==> config.mk <==
export PLATFORM = sky130hd
export DESIGN_NAME = bus_bridge
export DESIGN_NICKNAME = d
export VERILOG_FILES = /design/src/rtl/bus_bridge_pkg.sv /design/src/rtl/bus_io_fsm.sv /design/src/rtl/bus_bridge.sv
export SDC_FILE = /design/constraint.sdc
export NUM_CORES = 1
export LEC_CHECK = 0
export ABC_AREA = 1
export CORE_UTILIZATION = 43
export DETAILED_ROUTE_END_ITERATION = 8
export PLACE_DENSITY = 0.84
export SLEW_MARGIN = 5
export SYNTH_ARGS = -nofsm -noshare
export SYNTH_HDL_FRONTEND = slang
export SYNTH_SLANG_ARGS = --single-unit
==> constraint.sdc <==
create_clock -name clk -period 2.2 [get_ports clk]
set_input_delay 0.22 -clock clk [delete_from_list [all_inputs] [get_ports clk]]
set_output_delay 0.22 -clock clk [all_outputs]
set_load 0.02 [all_outputs]
==> src/rtl/bus_bridge_pkg.sv <==
// Shared encodings and defaults for the 65C02 bus bridge and its I/O sequencer.
package bus_bridge_pkg;

  typedef enum logic [1:0] {
    IDLE = 2'd0,
    REQ  = 2'd1,
    DONE = 2'd2
  } io_state_e;

  localparam logic [7:0] IO_PAGE_DEFAULT = 8'hD0;
  localparam int         TIMEOUT_DEFAULT = 16;
  localparam int         TW_DEFAULT      = 5;

  // Data returned to the core when an I/O access is abandoned.
  localparam logic [7:0] IO_TIMEOUT_DATA = 8'hFF;

  localparam logic DI_SEL_MEM = 1'b0;
  localparam logic DI_SEL_IO  = 1'b1;

endpackage

==> src/rtl/bus_io_fsm.sv <==
// I/O access sequencer: latches the CPU cycle, runs the req/ack handshake with
// a timeout, and holds the returned data plus the sticky timeout flag.
module bus_io_fsm
  import bus_bridge_pkg::*;
#(
  parameter int TIMEOUT = TIMEOUT_DEFAULT,
  parameter int TW      = TW_DEFAULT
) (
  input  logic       clk,
  input  logic       rst_n,
  input  logic       io_sel,
  input  logic [7:0] addr_lo,
  input  logic [7:0] wdata,
  input  logic       we,
  input  logic       io_ack,
  input  logic [7:0] io_rdata,
  output io_state_e  state,
  output logic [7:0] io_addr,
  output logic [7:0] io_wdata,
  output logic       io_we,
  output logic       io_req,
  output logic       io_err,
  output logic [7:0] io_data
);

  localparam logic [TW-1:0] LAST_COUNT = TW'(TIMEOUT - 1);

  logic [TW-1:0] count;

  always_ff @(posedge clk or negedge rst_n) begin
    if (!rst_n) begin
      state    <= IDLE;
      count    <= '0;
      io_addr  <= '0;
      io_wdata <= '0;
      io_we    <= 1'b0;
      io_req   <= 1'b0;
      io_err   <= 1'b0;
      io_data  <= '0;
    end else begin
      unique case (state)
        IDLE: begin
          if (io_sel) begin
            io_addr  <= addr_lo;
            io_wdata <= wdata;
            io_we    <= we;
            count    <= '0;
            io_req   <= 1'b1;
            state    <= REQ;
          end
        end
        REQ: begin
          count <= count + TW'(1);
          // An acknowledge in the final allowed cycle still completes normally.
          if (io_ack) begin
            if (!io_we) begin
              io_data <= io_rdata;
            end
            io_req <= 1'b0;
            state  <= DONE;
          end else if (count == LAST_COUNT) begin
            io_err  <= 1'b1;
            io_data <= IO_TIMEOUT_DATA;
            io_req  <= 1'b0;
            state   <= DONE;
          end
        end
        // The core completes the cycle here; the address it still presents
        // must not start another access.
        DONE: begin
          state <= IDLE;
        end
        default: begin
          state  <= IDLE;
          io_req <= 1'b0;
        end
      endcase
    end
  end

endmodule

==> src/rtl/bus_bridge.sv <==
// 65C02 bus bridge: zero-wait local memory plus a stalled req/ack I/O page,
// with read data returned to the core one cycle after the address.
module bus_bridge
  import bus_bridge_pkg::*;
#(
  parameter logic [7:0] IO_PAGE = IO_PAGE_DEFAULT,
  parameter int         TIMEOUT = TIMEOUT_DEFAULT,
  parameter int         TW      = TW_DEFAULT
) (
  input  logic        clk,
  input  logic        RST_N,
  input  logic [15:0] AD,
  input  logic [7:0]  DO,
  input  logic        WE,
  output logic [7:0]  DI,
  output logic        RDY,
  output logic [15:0] mem_addr,
  output logic [7:0]  mem_wdata,
  output logic        mem_we,
  input  logic [7:0]  mem_rdata,
  output logic [7:0]  io_addr,
  output logic [7:0]  io_wdata,
  output logic        io_we,
  output logic        io_req,
  input  logic        io_ack,
  input  logic [7:0]  io_rdata,
  output logic        io_err
);

  logic       io_sel;
  logic       sel_io_q;
  io_state_e  state;
  logic [7:0] io_data;

  assign io_sel = (AD[15:8] == IO_PAGE);

  // Stall from the first sight of an I/O address until the DONE cycle.
  assign RDY = (state == DONE) || ((state == IDLE) && !io_sel);

  assign mem_addr  = AD;
  assign mem_wdata = DO;
  assign mem_we    = WE & ~io_sel & RDY;

  bus_io_fsm #(
    .TIMEOUT (TIMEOUT),
    .TW      (TW)
  ) u_io_fsm (
    .clk      (clk),
    .rst_n    (RST_N),
    .io_sel   (io_sel),
    .addr_lo  (AD[7:0]),
    .wdata    (DO),
    .we       (WE),
    .io_ack   (io_ack),
    .io_rdata (io_rdata),
    .state    (state),
    .io_addr  (io_addr),
    .io_wdata (io_wdata),
    .io_we    (io_we),
    .io_req   (io_req),
    .io_err   (io_err),
    .io_data  (io_data)
  );

  // Remember which source completed the last cycle; a stall keeps it.
  always_ff @(posedge clk or negedge RST_N) begin
    if (!RST_N) begin
      sel_io_q <= DI_SEL_MEM;
    end else if (RDY) begin
      sel_io_q <= (state == DONE) ? DI_SEL_IO : DI_SEL_MEM;
    end
  end

  assign DI = (sel_io_q == DI_SEL_IO) ? io_data : mem_rdata;

endmodule

==> impl_metrics.env, run 1 <==
export IMPL_grt_pass1_wl_um=6380
export IMPL_drt_initial_drc_count=28
export IMPL_regToRegEndpoint="u_io_fsm.io_data[5]"
export IMPL_fp_coreArea_mm2=0.00435
export IMPL_cts_reportedPaths_clkPinSlew_ns=0.06
export IMPL_tightestPinTransition_ns=0.627
export IMPL_cap_violations=0
export IMPL_cts_tree="done"
export IMPL_report_final_slew_viol_count=0
export IMPL_criticalPathCategory="reg2out"
export IMPL_ant_nets=0
export IMPL_period_minus_slack_ns=1.96
export IMPL_synth_nets=263
export IMPL_syn_area_per_cell_um2=9.01
export IMPL_p_leak_uw=0.00135
export IMPL_post_drt_via_cell_ratio=4.42
export IMPL_synth_seq_cells=35
export IMPL_critPathLaunch="sel_io_q"
export IMPL_synth_top_area_share_pct=44.8
export IMPL_port_buffers=96
export IMPL_post_cts_buffers=0
export IMPL_syn_area_mm2=0.00195
export IMPL_slew_headroom_pct=58.2
export IMPL_setup_viol=0
export IMPL_rows=24
export IMPL_period_share_pct=89.0
export IMPL_critical_path_endpoint="DI[4]"
export IMPL_insertedDiodeCount=0
export IMPL_clk_latency_ns=0.28
export IMPL_synth_top_flop_cell="dfrtp_1"
export IMPL_ir_drop_uv=406
export IMPL_cts_inserted_buffers=5
export IMPL_cts_root_buf="clkbuf_8"
export IMPL_antenna_found_initial=0
export IMPL_drt_wl_total_um=3710
export IMPL_async_reset_ff_share_pct=100
export IMPL_wl_per_cell_um=10.8
export IMPL_timing_fmax_mhz=511
export IMPL_yosysSeqAreaShare_pct=44.8
export IMPL_worst_setup_path_start_kind="flop"
export IMPL_die_height_um=69.4
export IMPL_die_area_mm2=0.00482
export IMPL_dieWidth_um=69.4
export IMPL_hold_path_class="in2async"
export IMPL_cts_buffer_depth=2
export IMPL_yosys_warnings=0
export IMPL_synthCells=217
export IMPL_areaGrowthSynthToFinish_pct=45.8
export IMPL_cts_resized_gates=0
export IMPL_drive_gt1_share_pct=20.9
export IMPL_rsz0062_at_grt="no"
export IMPL_gr_usage_all_layers_pct=16.1
export IMPL_final_hold_viol_count=0
export IMPL_nNetsFinal=337
export IMPL_endpoint_kind="output port"
export IMPL_routed_via_count=1522
export IMPL_critPathMaxFanout=17
export IMPL_synth_edf_count=0
export IMPL_rrSetupSlack_ns=0.55
export IMPL_grt_max_degree=42
export IMPL_critPathArrivalTime_ns=1.74
export IMPL_ctsHoldBuffers=0
export IMPL_yosys_cell_types_count=26
export IMPL_yosysTopAreaCell="dfrtp_1"
export IMPL_start_util_pct=44.9
export IMPL_status="finished, final reports clean"
export IMPL_place_area_mm2=0.00275
export IMPL_final_setup_tns_ns=0
export IMPL_h_tree_depth=2
export IMPL_worstRegToRegCells=6
export IMPL_gp_congestion=0.700
export IMPL_clock_sinks=35
export IMPL_drc=0
export IMPL_synth_area_top_cells="dfrtp_1 (45%), buf_4 (9.2%), o21ai_2 (7.6%)"
export IMPL_final_cell_area_mm2=0.00285
export IMPL_worstReg2RegStart="u_io_fsm.count[0]"
export IMPL_firstDrtPassIters=6
export IMPL_worstPathRequired_ns=1.98
export IMPL_hpwlAfterDp_um=2760
export IMPL_grt_overflow=0
export IMPL_grt_pass1_vias=1522
export IMPL_fin_skew_ns=0.00448
export IMPL_p_per_area_mw_per_mm2=610
export IMPL_ioPinCount=97
[final cells by class]
| type | instances | area (um^2) |
|---|---|---|
| fillers | 374 | 1510 |
| repair buffers | 98 | 976 |
| flip-flops and latches | 35 | 876 |
| multi-input cells | 114 | 693 |
| inverters | 37 | 139 |
| clock buffers | 8 | 100 |
| well taps | 52 | 65.1 |
[per-layer routing]
| layer | wire, um | global-route usage, % | share of wire, % | vias to the layer above |
|---|---|---|---|---|
| met5 | 0 | 0 | 0 | - |
| met4 | 20 | 4.99 | 0.54 | 0 |
| met3 | 340 | 5.23 | 9.2 | 4 |
| met2 | 1740 | 27.8 | 47 | 64 |
| met1 | 1610 | 19.0 | 43 | 655 |
| li1 | - | - | - | 799 |
[synth_stat cells (3+ instances only)]
cell / instances
buf_6: 5
nand2_2: 20
nand2_1: 17
a21oi_1: 18
inv_1: 34
dfrtp_1: 35
buf_4: 24
inv_2: 3
o21ai_2: 17
nand3_2: 4
nor2_1: 21
[cells by family (layout without fill, tap and decap cells)]
family | after synthesis | count (layout) | share of synthesized area (%)
AOI/OAI and AO/OA | 41 | 41 | 14.7
buffers and inverters | 68 | 143 | 19.7
and+or+nand+nor | 71 | 71 | 19.5
adders and majority gates | 2 | 2 | 1.28
DFF | 35 | 35 | 44.8
[critical path, cell delays in order, from the launching register on]
cell and delay (ns):
dfrtp_1 0.62, nor2_1 0.10, a21oi_1 0.13, clkdlybuf4s50_1 0.62
[metrics by stage]
stage / worst slack, ns / power [uW] / hold slack [ns] / utilization (%) / cells
final: 0.241 / 1740 / 0.348 / 65.4 / 344
after global routing: 0.0149 / 1850 / 0.385 / 65.4 / 344
after CTS: 0.219 / 1770 / 0.363 / 65.4 / 344
after detailed placement: 0.265 / 1260 / 0.467 / 63.1 / 336
after global placement: 0.283 / 1250 / 0.466 / 63.1 / 336
after floorplan: 0.763 / 1050 / -0.0756 / - / 217
[placed cells by master, fill, tap and decap left out, types with 2 or more instances in the layout]
master / synthesis / routed
nor2_1: 21 / 21
nand2_2: 20 / 20
ha_1: 2 / 2
a21oi_1: 18 / 18
inv_1: 34 / 34
clkdlybuf4s50_1: 0 / 96
nor2_4: 2 / 2
buf_4: 24 / 2
clkbuf_8: 0 / 7
inv_2: 3 / 3
nand3_2: 4 / 4
dfrtp_1: 35 / 35
nand2_1: 17 / 17
o21ai_2: 17 / 17
nand3_1: 2 / 2
[worst min path at each step]
stage / endpoint / from
after floorplan: sel_io_q / RST_N
final: u_io_fsm.io_data[5] / RST_N
after global placement: u_io_fsm.io_err / u_io_fsm.io_err
after CTS: u_io_fsm.count[2] / RST_N
after detailed placement: u_io_fsm.io_err / u_io_fsm.io_err
after global routing: u_io_fsm.count[2] / RST_N
[power by group]
group | leakage [uW] | internal, uW | switching [uW]
combinational | 0.000864 | 245 | 218
clock | 0.0000515 | 286 | 210
sequential | 0.000437 | 724 | 54.8
total | 0.00135 | 1250 | 483
[state kept, by name (all words and copies together) (netlist names)]
| register | flops |
|---|---|
| u_io_fsm.state | 2 |
| u_io_fsm.count | 5 |
| u_io_fsm.io_err | 1 |
| u_io_fsm.io_we | 1 |
| u_io_fsm.io_data | 8 |
| sel_io_q | 1 |
| u_io_fsm.io_wdata | 8 |
| u_io_fsm.io_addr | 8 |
| u_io_fsm.io_req | 1 |
No activity file was read; power rests on OpenSTA's default activity.
==> run 2, diff against run 1 <==
- GPL_TIMING_DRIVEN: not set -> 0
==> impl_metrics.env, run 2 (same netlist as run 1, synthesis figures left out) <==
export IMPL_start_util_pct=44.9
export IMPL_p_per_area_mw_per_mm2=565
export IMPL_die_height_um=69.4
export IMPL_status="finished, final reports clean"
export IMPL_drive_gt1_share_pct=28.7
export IMPL_criticalPathCategory="reg2out"
export IMPL_timing_fmax_mhz=500
export IMPL_ctsHoldBuffers=0
export IMPL_cap_violations=0
export IMPL_cts_tree="done"
export IMPL_report_final_slew_viol_count=0
export IMPL_gp_congestion=0.792
export IMPL_period_share_pct=91.0
export IMPL_port_buffers=96
export IMPL_areaGrowthSynthToFinish_pct=56.5
export IMPL_multi_input_area_um2=693
export IMPL_drc=0
export IMPL_cts_resized_gates=0
export IMPL_worstPathRequired_ns=1.98
export IMPL_grt_pass1_vias=1745
export IMPL_setup_viol=0
export IMPL_ant_nets=0
export IMPL_reg_top3="u_io_fsm.io_addr (8), u_io_fsm.io_data (8), u_io_fsm.io_wdata (8)"
export IMPL_final_cell_area_mm2=0.00306
export IMPL_post_cts_buffers=0
export IMPL_fin_skew_ns=0.00582
export IMPL_worst_setup_path_start_kind="flop"
export IMPL_nNetsFinal=366
export IMPL_cts_reportedPaths_clkPinSlew_ns=0.07
export IMPL_grt_overflow=0
export IMPL_fp_coreArea_mm2=0.00435
export IMPL_period_minus_slack_ns=2.00
export IMPL_grt_pass1_wl_um=7580
export IMPL_rows=24
export IMPL_final_hold_viol_count=0
export IMPL_antenna_found_initial=0
export IMPL_cts_inserted_buffers=5
export IMPL_tightestPinTransition_ns=0.783
export IMPL_hold_path_class="in2async"
export IMPL_cts_root_buf="clkbuf_8"
export IMPL_p_leak_uw=0.00150
export IMPL_h_tree_depth=2
export IMPL_die_area_mm2=0.00482
export IMPL_fillerInstances=368
export IMPL_hpwlAfterDp_um=3500
export IMPL_cts_buffer_depth=2
export IMPL_place_area_mm2=0.00298
export IMPL_ir_drop_uv=390
export IMPL_layout_commonest_cell="clkdlybuf4s50_1"
export IMPL_clk_latency_ns=0.29
export IMPL_dieWidth_um=69.4
export IMPL_critPathArrivalTime_ns=1.78
export IMPL_rrSetupSlack_ns=0.54
export IMPL_layout_common_cells="clkdlybuf4s50_1 (95), dfrtp_1 (35), inv_1 (34)"
export IMPL_rsz0062_at_grt="no"
export IMPL_wl_per_cell_um=11.9
export IMPL_drt_initial_drc_count=59
export IMPL_firstDrtPassIters=6
export IMPL_clock_sinks=35
export IMPL_critPathMaxFanout=10
export IMPL_final_setup_tns_ns=0
export IMPL_final_seq_area_um2=876
export IMPL_ioPinCount=97
export IMPL_gr_usage_all_layers_pct=19.7
export IMPL_post_drt_via_cell_ratio=4.63
export IMPL_endpoint_kind="output port"
export IMPL_routed_via_count=1726
export IMPL_insertedDiodeCount=0
export IMPL_grt_max_degree=36
export IMPL_drt_wl_total_um=4430
export IMPL_slew_headroom_pct=47.8
run 2: changes by cell type in the layout (fill, tap and decap cells not counted):
cell	previous run	this run
clkdlybuf4s50_1	96	95
clkinv_2	0	3
buf_4	2	24
buf_6	0	5
clkbuf_8	7	5
buf_2	0	3
clkbuf_1	1	0
run 2: area by class of cell:
type                    count  area share (%)
clock inverters             3           0.491
flip-flops and latches     35            28.6
clock buffers               5            2.25
multi-input cells         114            22.7
inverters                  37            4.54
well taps                  52            2.13
plain buffers              31            8.06
repair buffers             96            31.2
run 2: report_power, final:
part	leakage [uW]	switching, uW	internal, uW
clock network	0.0000477	227	216
logic	0.00101	233	272
registers	0.000437	55.6	724
total	0.00150	516	1210
run 2: critical path: stages (launching register included):
cell	delay [ns]
dfrtp_1	0.32
buf_2	0.17
buf_2	0.23
nor2_1	0.06
a21oi_1	0.11
clkdlybuf4s50_1	0.61
run 2: path summary, 6_finish.rpt:
check,end,from,cells past startpoint
hold / removal,u_io_fsm.io_data[5],RST_N,1
hold reg to reg,u_io_fsm.io_err,u_io_fsm.io_err,1
max in group asynchronous,u_io_fsm.io_addr[3],RST_N,1
min in group clk,u_io_fsm.io_err,u_io_fsm.io_err,1
setup reg to reg,u_io_fsm.io_data[1],u_io_fsm.count[0],6
setup / recovery,DI[6],sel_io_q,5
run 2: through the flow:
stage / utilization (%) / power, uW / setup slack (ns) / instances / hold WS (ns)
finish: 70.3 / 1730 / 0.199 / 373 / 0.00897
global route: 70.3 / 1830 / 0.0822 / 373 / 0.0852
CTS: 70.3 / 1750 / 0.197 / 373 / 0.0346
detailed placement: 68.3 / 1300 / 0.254 / 365 / 0.348
global placement: 68.4 / 1280 / 0.135 / 365 / 0.469
floorplan: - / 1050 / 0.763 / 217 / -0.0756
run 2: metal layers:
metal | track usage, % | share of wire (%)
met5 | 0 | 0
met4 | 3.85 | 0.77
met3 | 7.99 | 9.1
met2 | 35.6 | 52
met1 | 21.8 | 39
==> run 3, diff against run 2 <==
- CORE_UTILIZATION: 43 -> 36
- PLACE_DENSITY: 0.84 -> 0.75
- clock period: 2.2 -> 1.7 ns (I/O delays scaled with it)
==> impl_metrics.env, run 3 (same netlist as run 1, synthesis figures left out) <==
export IMPL_h_tree_depth=2
export IMPL_cts_tree="done"
export IMPL_hold_path_class="in2reg"
export IMPL_ioPinCount=97
export IMPL_crit_slowest_cell="dfrtp_1"
export IMPL_tightestPinTransition_ns=0.796
export IMPL_grt_pass1_wl_um=6290
export IMPL_die_height_um=75.7
export IMPL_cts_buffer_depth=2
export IMPL_worstPathRequired_ns=1.53
export IMPL_worstReg2RegStart="u_io_fsm.count[0]"
export IMPL_hp_start="io_rdata[5]"
export IMPL_holdPathEnd="u_io_fsm.io_data[5]"
export IMPL_cts_root_buf="clkbuf_8"
export IMPL_areaGrowthSynthToFinish_pct=59.2
export IMPL_cpLargestDelayFamily="buffers and inverters"
export IMPL_period_share_pct=94.3
export IMPL_worstRegToRegCells=6
export IMPL_die_area_mm2=0.00573
export IMPL_dieWidth_um=75.7
export IMPL_final_hold_viol_count=0
export IMPL_final_cell_area_mm2=0.00311
export IMPL_critPathMaxFanout=10
export IMPL_insertedDiodeCount=0
export IMPL_endpoint_kind="output port"
export IMPL_worst_setup_path_start_kind="flop"
export IMPL_critPathArrivalTime_ns=1.43
export IMPL_combinationalPowerShare_pct=27.8
export IMPL_routed_via_count=1642
export IMPL_rows=26
export IMPL_post_drt_via_cell_ratio=4.19
export IMPL_ant_nets=0
export IMPL_p_sw_share_pct=28.4
export IMPL_hold_depth=3
export IMPL_report_final_slew_viol_count=0
export IMPL_slew_headroom_pct=46.9
export IMPL_setup_viol=0
export IMPL_p_int_uw=1650
export IMPL_p_per_area_mw_per_mm2=741
export IMPL_cpPeakStageDelay_ns=0.36
export IMPL_grt_overflow=0
export IMPL_timing_critical_path_buf_inv=3
export IMPL_regToRegEndpoint="u_io_fsm.io_data[2]"
export IMPL_port_buffers=96
export IMPL_rrSetupSlack_ns=0.12
export IMPL_ir_drop_uv=458
export IMPL_drt_wl_total_um=4220
export IMPL_grt_max_degree=36
export IMPL_clock_sinks=35
export IMPL_cap_violations=0
export IMPL_fin_skew_ns=0.00923
export IMPL_firstDrtPassIters=2
export IMPL_drt_initial_drc_count=68
export IMPL_rsz0062_at_grt="no"
export IMPL_clk_latency_ns=0.28
export IMPL_grt_pass1_vias=1424
export IMPL_nNetsFinal=367
export IMPL_layout_common_cells="clkdlybuf4s50_1 (85), dfrtp_1 (35), inv_1 (34)"
export IMPL_gr_usage_all_layers_pct=15.0
export IMPL_p_clk_share_pct=28.6
export IMPL_drive_gt1_share_pct=29.2
export IMPL_place_area_mm2=0.00300
export IMPL_p_leak_uw=0.00151
export IMPL_hpwlAfterDp_um=3130
export IMPL_final_util_pct=60.1
export IMPL_period_minus_slack_ns=1.60
export IMPL_whs_ns=0.454
export IMPL_status="finished, final reports clean"
export IMPL_wl_per_cell_um=10.8
export IMPL_cts_reportedPaths_clkPinSlew_ns=0.07
export IMPL_post_cts_buffers=0
export IMPL_cts_inserted_buffers=5
export IMPL_start_util_pct=37.8
export IMPL_antenna_found_initial=0
export IMPL_final_setup_tns_ns=0
export IMPL_reg_top3="u_io_fsm.io_addr (8), u_io_fsm.io_data (8), u_io_fsm.io_wdata (8)"
export IMPL_drc=0
export IMPL_pwr_share_seq_pct=43.6
export IMPL_p_total_uw=2310
export IMPL_path_cells="buf_2, buf_4, a21oi_1, clkdlybuf4s15_1"
export IMPL_criticalPathCategory="reg2out"
export IMPL_gp_congestion=0.706
export IMPL_p_sw_uw=656
export IMPL_layout_commonest_cell="clkdlybuf4s50_1"
export IMPL_fp_coreArea_mm2=0.00517
export IMPL_timing_fmax_mhz=624
-- run 3: final cells by class --
class                           count  area [um^2]
Timing Repair Buffer               97          953
Tap cell                           70         87.6
Clock inverter                      1         7.51
Clock buffer                        7         96.3
Buffer                             31          249
Multi-Input combinational cell    114          702
Inverter                           37          139
Sequential cell                    35          876
Fill cell                         460         2060
-- run 3: power by group through the flow --
stage / Sequential, uW / Clock [uW] / Combinational (uW)
after floorplan: 1060 / 0 / 293
after global placement: 1020 / 0 / 643
after detailed placement: 1020 / 0 / 652
after CTS: 1010 / 691 / 647
after global routing: 1020 / 736 / 706
final: 1010 / 659 / 641
-- run 3: repair_timing --
| item | CTS | global route |
|---|---|---|
| cloned | 0 | 0 |
| endpoints found under the hold margin | 20 | 0 |
| hold buffers | 1 | 0 |
| resized for setup | 11 | 11 |
| endpoints found under the setup margin | 10 | 16 |
-- run 3: stage by stage --
step	std cells	worst slack, ns
2_1_floorplan	217	0.263
3_3_place_gp	383	-0.390
3_5_place_dp	383	-0.143
4_1_cts	392	0.000530
5_1_grt	392	0.00894
6_report	392	0.0972
-- run 3: worst max path at each step --
stage / from / slack, ns / cells past startpoint / end
after floorplan: u_io_fsm.count[0] / 0.26 / 6 / u_io_fsm.io_data[0]
after global placement: RST_N / -0.39 / 1 / u_io_fsm.io_addr[2]
after detailed placement: AD[13] / -0.14 / 8 / mem_we
after CTS: sel_io_q / 0.0005 / 5 / DI[6]
after global routing: sel_io_q / 0.009 / 4 / DI[4]
final: sel_io_q / 0.1 / 4 / DI[5]
-- run 3: routing by layer --
layer	GRT usage [%]	wire (um)	vias to the layer above
li1	-	-	854
met1	16.0	1720	709
met2	26.5	1940	72
met3	6.75	513	7
met4	4.94	47	0
met5	0	0	-
-- run 3: worst reg2reg max path: stages, from the launching register on --
cell      delay, ns
dfrtp_1        0.42
ha_1           0.24
nand2_1        0.07
nor2_1         0.04
ha_1           0.25
o211ai_4       0.32
a21oi_1        0.11
